===== src/rtl/sprite_pkg.sv =====
// Shared types for the sprite bitmap arbiter: parameter defaults, flush FSM states, RAM grant encoding.
// Latency: n/a (types and constants only).
// Backpressure: n/a.
package sprite_pkg;

    localparam int RAM_BYTES_DEF = 27;
    localparam int ADDR_W_DEF    = 5;

    typedef enum logic {
        RUN   = 1'b0,
        FLUSH = 1'b1
    } arb_state_t;

    // The single RAM port is granted to exactly one owner per cycle.
    typedef enum logic [1:0] {
        GNT_NONE  = 2'd0,
        GNT_READ  = 2'd1,
        GNT_WRITE = 2'd2,
        GNT_FORCE = 2'd3
    } grant_t;

    function automatic logic grant_is_write(input grant_t g);
        return (g == GNT_WRITE) || (g == GNT_FORCE);
    endfunction

endpackage


===== src/rtl/sprite_wr_fifo.sv =====
// Synchronous FIFO holding queued host bitmap writes as packed {addr, data} entries.
// Latency: pushed entry visible at head_dat the cycle after the push; head_dat is combinational from storage.
// Backpressure: full/empty exposed; push when full and pop when empty are ignored.
// Ports: clk, rst_n; push/push_dat in; pop in; head_dat, count, empty, full out.
module sprite_wr_fifo #(
    parameter int DEPTH = 4,
    parameter int W     = 13
) (
    input  logic                       clk,
    input  logic                       rst_n,
    input  logic                       push,
    input  logic [W-1:0]               push_dat,
    input  logic                       pop,
    output logic [W-1:0]               head_dat,
    output logic [$clog2(DEPTH+1)-1:0] count,
    output logic                       empty,
    output logic                       full
);

    localparam int PW = (DEPTH > 1) ? $clog2(DEPTH) : 1;
    localparam int CW = $clog2(DEPTH+1);

    logic [W-1:0]  mem [DEPTH];
    logic [PW-1:0] wr_ptr;
    logic [PW-1:0] rd_ptr;
    logic          push_ok;
    logic          pop_ok;

    assign empty    = (count == '0);
    assign full     = (count == CW'(DEPTH));
    assign push_ok  = push && !full;
    assign pop_ok   = pop && !empty;
    assign head_dat = mem[rd_ptr];

    // DEPTH is a power of two, so pointers wrap by natural overflow.
    always_ff @(posedge clk or negedge rst_n) begin
        if (!rst_n) begin
            wr_ptr <= '0;
            rd_ptr <= '0;
            count  <= '0;
        end else begin
            if (push_ok) wr_ptr <= wr_ptr + PW'(1);
            if (pop_ok)  rd_ptr <= rd_ptr + PW'(1);
            case ({push_ok, pop_ok})
                2'b10:   count <= count + CW'(1);
                2'b01:   count <= count - CW'(1);
                default: count <= count;
            endcase
        end
    end

    // Storage needs no reset: entries are only read behind a non-zero count.
    always_ff @(posedge clk) begin
        if (push_ok) mem[wr_ptr] <= push_dat;
    end

endmodule


===== src/rtl/sprite_bitmap_arbiter.sv =====
// Shares the single-port sprite bitmap RAM between queued host byte writes and renderer pixel reads.
// Latency: RAM controls combinational from grant; render_rd_hit/data one cycle after the read request.
// Backpressure: host_wr_ready drops when the queue is full or a flush is draining; renderer is never stalled, only dropped.
// Ports: host write valid/ready channel, renderer read request + hit/data, visible, flush req/done,
//        err_oor, q_level, and the RAM port (en/we/addr/wdata/rdata).
module sprite_bitmap_arbiter
    import sprite_pkg::*;
#(
    parameter int RAM_BYTES  = RAM_BYTES_DEF,
    parameter int ADDR_W     = ADDR_W_DEF,
    parameter int QDEPTH     = 4,
    parameter int STARVE_MAX = 64
) (
    input  logic                        clk,
    input  logic                        rst_n,
    input  logic                        host_wr_valid,
    input  logic [ADDR_W-1:0]           host_wr_addr,
    input  logic [7:0]                  host_wr_data,
    output logic                        host_wr_ready,
    input  logic                        render_rd_valid,
    input  logic [ADDR_W-1:0]           render_rd_addr,
    output logic [7:0]                  render_rd_data,
    output logic                        render_rd_hit,
    input  logic                        visible,
    input  logic                        flush_req,
    output logic                        flush_done,
    output logic                        err_oor,
    output logic [$clog2(QDEPTH+1)-1:0] q_level,
    output logic                        ram_en,
    output logic                        ram_we,
    output logic [ADDR_W-1:0]           ram_addr,
    output logic [7:0]                  ram_wdata,
    input  logic [7:0]                  ram_rdata
);

    localparam int                SCW     = $clog2(STARVE_MAX+1);
    localparam logic [ADDR_W:0]   RAM_LIM = (ADDR_W+1)'(RAM_BYTES);

    typedef struct packed {
        logic [ADDR_W-1:0] addr;
        logic [7:0]        data;
    } wr_entry_t;

    arb_state_t state, state_nxt;
    grant_t     grant;
    wr_entry_t  push_ent;
    wr_entry_t  head_ent;
    logic       alive;
    logic [SCW-1:0] starve_cnt;
    logic       q_empty;
    logic       q_full;
    logic       accept;
    logic       addr_oor;
    logic       q_push;
    logic       q_pop;
    logic       force_wr;

    // The beam region only feeds diagnostics that sit outside this block.
    logic unused_visible;
    assign unused_visible = visible;

    // alive holds the port quiet (no grants, not ready) until the first edge after reset release.
    always_ff @(posedge clk or negedge rst_n) begin
        if (!rst_n) alive <= 1'b0;
        else        alive <= 1'b1;
    end

    // ---------------- host accept ----------------
    // Ready uses pre-pop occupancy: a full queue refuses even when it pops this cycle.
    assign host_wr_ready = alive && (state == RUN) && !q_full;
    assign accept        = host_wr_valid && host_wr_ready;
    assign addr_oor      = ({1'b0, host_wr_addr} >= RAM_LIM);
    assign q_push        = accept && !addr_oor;
    assign push_ent      = '{addr: host_wr_addr, data: host_wr_data};

    sprite_wr_fifo #(
        .DEPTH (QDEPTH),
        .W     ($bits(wr_entry_t))
    ) u_wr_fifo (
        .clk      (clk),
        .rst_n    (rst_n),
        .push     (q_push),
        .push_dat (push_ent),
        .pop      (q_pop),
        .head_dat (head_ent),
        .count    (q_level),
        .empty    (q_empty),
        .full     (q_full)
    );

    // ---------------- grant ----------------
    assign force_wr = (starve_cnt == SCW'(STARVE_MAX)) && !q_empty;

    always_comb begin
        grant = GNT_NONE;
        if (alive) begin
            if (force_wr)             grant = GNT_FORCE;
            else if (render_rd_valid) grant = GNT_READ;
            else if (!q_empty)        grant = GNT_WRITE;
        end
    end

    assign q_pop     = grant_is_write(grant);
    assign ram_en    = (grant != GNT_NONE);
    assign ram_we    = grant_is_write(grant);
    assign ram_addr  = (grant == GNT_READ) ? render_rd_addr : head_ent.addr;
    assign ram_wdata = head_ent.data;

    // ---------------- starve counter ----------------
    always_ff @(posedge clk or negedge rst_n) begin
        if (!rst_n) begin
            starve_cnt <= '0;
        end else if (q_pop || q_empty) begin
            starve_cnt <= '0;
        end else if (starve_cnt != SCW'(STARVE_MAX)) begin
            starve_cnt <= starve_cnt + SCW'(1);
        end
    end

    // ---------------- flush FSM ----------------
    always_ff @(posedge clk or negedge rst_n) begin
        if (!rst_n) state <= RUN;
        else        state <= state_nxt;
    end

    // flush_done is a Moore pulse: the FLUSH cycle in which the registered queue count is zero.
    always_comb begin
        state_nxt  = state;
        flush_done = 1'b0;
        case (state)
            RUN: begin
                if (alive && flush_req) state_nxt = FLUSH;
            end
            FLUSH: begin
                if (q_empty) begin
                    flush_done = 1'b1;
                    state_nxt  = RUN;
                end
            end
            default: state_nxt = RUN;
        endcase
    end

    // ---------------- output registers ----------------
    always_ff @(posedge clk or negedge rst_n) begin
        if (!rst_n) begin
            render_rd_hit <= 1'b0;
            err_oor       <= 1'b0;
        end else begin
            render_rd_hit <= (grant == GNT_READ);
            err_oor       <= accept && addr_oor;
        end
    end

    assign render_rd_data = ram_rdata;

endmodule


===== config.mk =====
export PLATFORM = sky130hd
export DESIGN_NAME = sprite_bitmap_arbiter
export DESIGN_NICKNAME = d
export VERILOG_FILES = /design/src/rtl/sprite_pkg.sv /design/src/rtl/sprite_wr_fifo.sv /design/src/rtl/sprite_bitmap_arbiter.sv
export SDC_FILE = /design/constraint.sdc
export NUM_CORES = 1
export LEC_CHECK = 0
export ABC_AREA = 1
export CAP_MARGIN = 20
export CORE_AREA = 2 2 82 84
export DETAILED_ROUTE_END_ITERATION = 10
export DIE_AREA = 0 0 84 86
export GPL_TIMING_DRIVEN = 1
export PLACE_DENSITY_LB_ADDON = 0.3
export SETUP_SLACK_MARGIN = 0.1
export SLEW_MARGIN = 15
export SYNTH_ARGS = -nofsm -noshare
export SYNTH_HDL_FRONTEND = slang
export SYNTH_SLANG_ARGS = --single-unit

===== constraint.sdc =====
create_clock -name clk -period 3 [get_ports clk]
set_input_delay 0.45 -clock clk [delete_from_list [all_inputs] [get_ports clk]]
set_output_delay 0.45 -clock clk [all_outputs]
set_load 0.01 [all_outputs]

==> results.toml <==
[floorplan]
start_util_pct = 51.2
core-area_um2 = 6280
die_y_um = 86
core.rowCount = 29
io_pins = 62
die_area_um2 = 7220
die_w_um = 84

[routing]
vias_per_cell = 5.02
totalWireLength_um = 5970
drt_iter0_markers = 115
ant_nets = 0
routedWlPerCell_um = 14.1
drc_errors = 0
dr.pass1.iters = 4
num_vias = 2123

[grt]
track_usage_pct = 18.2
gr-total-overflow = 0
grt_antenna_before_repair = 0
grt_max_degree = 29
grt_pass1_wl_um = 10200
grt_pass1_vias = 2124

[timing]
final-setup-viol-count = 0
rsz0062_at_grt = "false"
min_period_ns = 2.57
finClkSkew_ns = 0.0106
finalHoldViolCount = 0
fin_tns_setup_ns = 0
period_share_pct = 85.5
max_freq_ghz = 0.390
slew_headroom_pct = 43.4
drv_slew = 0
hold-worst-slack_ns = 0.537
max_slew.worst_pin.slew_ns = 0.847

[outcome]
status = "finished, final reports clean"

[yosys]
synth_flop_cell = "edfxtp_1"
avgSynthCellArea_um2 = 11.0
syn_nets = 333
synthesis.area_um2 = 3220
ys_seq_area_share_pct = 62.6
synthCells = 293
ys_warn_count = 0
synthArstFlopShare_pct = 25.7
yosysUniqueCellTypes = 30
synth_edf_count = 52
ys_ff_latch = 70

[min_path]
worstHoldPathType = "reg -> reg"
hold_start = "state$_DFF_PN0_"

[placement]
dp_hpwl_um = 4120
place_congestion = 0.750
io_buffers = 44

[critical_path]
worstSetupStartpoint = "starve_cnt[0]$_DFFE_PN0P_"
r2r_start = "starve_cnt[0]$_DFFE_PN0P_"
required_ns = 2.55
startpoint_type = "register"
cp_max_fo = 6
end_kind = "output pin"
cp_data_arrival_time_ns = 2.12
crit_type = "reg -> out"

[clock_tree]
ctsHoldBuffers = 0
post-cts-setup-buffers = 0
cts_tree = "built"
cts_buffers = 9
htree_num_levels = 3
path_clk_slew_ns = 0.09
post_cts_resize_count = 0
clockBufferDepth = 2
clock_sinks = 70
ctsRootBufferMaster = "clkbuf_8"
worstSkewPairLatency_ns = 0.34

[final_layout]
areaGrowthSynthToFinish_pct = 21.1
diodes = 0
fillers = 501
drive_above_1_share_pct = 15.3
nNetsFinal = 381

[power]
leakage_nw = 1.56
power.density_nw_per_um2 = 813
ir_drop_uv = 511

[job]
maxCapViolations = 0
layout make-up:
type / count / area [um^2] / area share, %
clock inverters: 7 / 62.6 / 1.61
flip-flops and latches: 70 / 2010 / 51.7
repair buffers: 53 / 508 / 13.1
well taps: 77 / 96.3 / 2.48
inverters: 29 / 109 / 2.80
clock buffers: 9 / 124 / 3.18
multi-input cells: 178 / 981 / 25.2
synth_stat cells, types with 7 or more instances:
library cell | n | area (um^2)
dfrtp_1 | 18 | 450
o22ai_1 | 8 | 50.1
inv_1 | 25 | 93.8
ha_1 | 7 | 87.6
edfxtp_1 | 52 | 1560
nand3_1 | 9 | 45.0
nor2_2 | 9 | 56.3
nand2_1 | 39 | 146
o21ai_0 | 29 | 145
buf_4 | 11 | 82.6
nor2_1 | 46 | 173
path summary, 6_finish.rpt:
| kind | to | slack, ns | cells past startpoint |
|---|---|---|---|
| max in group asynchronous | render_rd_hit$_DFF_PN0_ | 1.88 | 1 |
| hold reg to reg | state$_DFF_PN0_ | 0.54 | 2 |
| setup / recovery | ram_addr[3] | 0.43 | 9 |
| min in group asynchronous | state$_DFF_PN0_ | 0.59 | 1 |
| setup reg to reg | u_wr_fifo.count[2]$_DFFE_PN0P_ | 0.66 | 13 |
| hold / removal | state$_DFF_PN0_ | 0.54 | 2 |
critical path: stages (launching register included):
cell and delay (ns):
dfrtp_1 0.42, inv_1 0.09, ha_1 0.15, nand2_1 0.08, nor2_2 0.12, nand3_2 0.15, nand2_4 0.13, nand2_1 0.06
nand2_1 0.06, clkdlybuf4s50_1 0.53
sequential cells by signal (all words and copies together), names as in the netlist:
| signal | flops |
|---|---|
| starve_cnt | 7 |
| err_oor | 1 |
| u_wr_fifo.rd_ptr | 2 |
| u_wr_fifo.wr_ptr | 2 |
| alive | 1 |
| u_wr_fifo.count | 3 |
| render_rd_hit | 1 |
| u_wr_fifo.mem | 52 |
| state | 1 |
cell families (layout without fill, tap and decap cells):
| group | count (synthesis) | in the layout | synth area share [%] |
|---|---|---|---|
| fa+ha+maj | 8 | 8 | 3.35 |
| flops | 70 | 70 | 62.6 |
| simple gates | 119 | 119 | 17.9 |
| buf+inv | 45 | 98 | 6.93 |
| xor+xnor | 5 | 5 | 1.36 |
| mux | 1 | 1 | 0.350 |
| other cells | 1 | 1 | 0.117 |
| compound gates | 44 | 44 | 7.47 |
cell usage in the layout, fill, tap and decap left out, types with 4 or more instances in the layout:
cell / n
nand3_1: 9
buf_4: 9
nor2_2: 9
nand2_4: 4
edfxtp_1: 52
o22ai_1: 8
a21oi_1: 4
inv_6: 4
nand2_1: 39
nor2_1: 46
inv_1: 25
dfrtp_1: 18
inv_2: 4
o21ai_0: 29
clkdlybuf4s50_1: 44
ha_1: 7
clkbuf_8: 9
stage by stage:
| stage | area, um^2 | utilization (%) | setup WS, ns | instances | power [mW] |
|---|---|---|---|---|---|
| final | 3890 | 62.0 | 0.434 | 423 | 3.16 |
| after CTS | 3890 | 62.0 | 0.385 | 423 | 3.20 |
| after global placement | 3710 | 59.0 | 0.386 | 407 | 2.45 |
| after global routing | 3890 | 62.0 | 0.225 | 423 | 3.40 |
| after detailed placement | 3710 | 59.0 | 0.308 | 407 | 2.49 |
| after floorplan | 3220 | - | 0.903 | 293 | 2.02 |
metal layers:
metal  global-route usage [%]  vias up  wire length (um)
met5                        0        -                 0
met4                     7.04        0                59
met3                     4.14        7               280
met2                     31.9       46              3070
met1                     22.1     1002              2560
li1                         -     1068                 -
power breakdown:
part / switching, mW / internal (mW) / total [mW]
sequential: 0.110 / 1.15 / 1.26
clock: 0.382 / 0.318 / 0.700
combinational: 0.660 / 0.550 / 1.21
(Power assumes the default switching activity.)
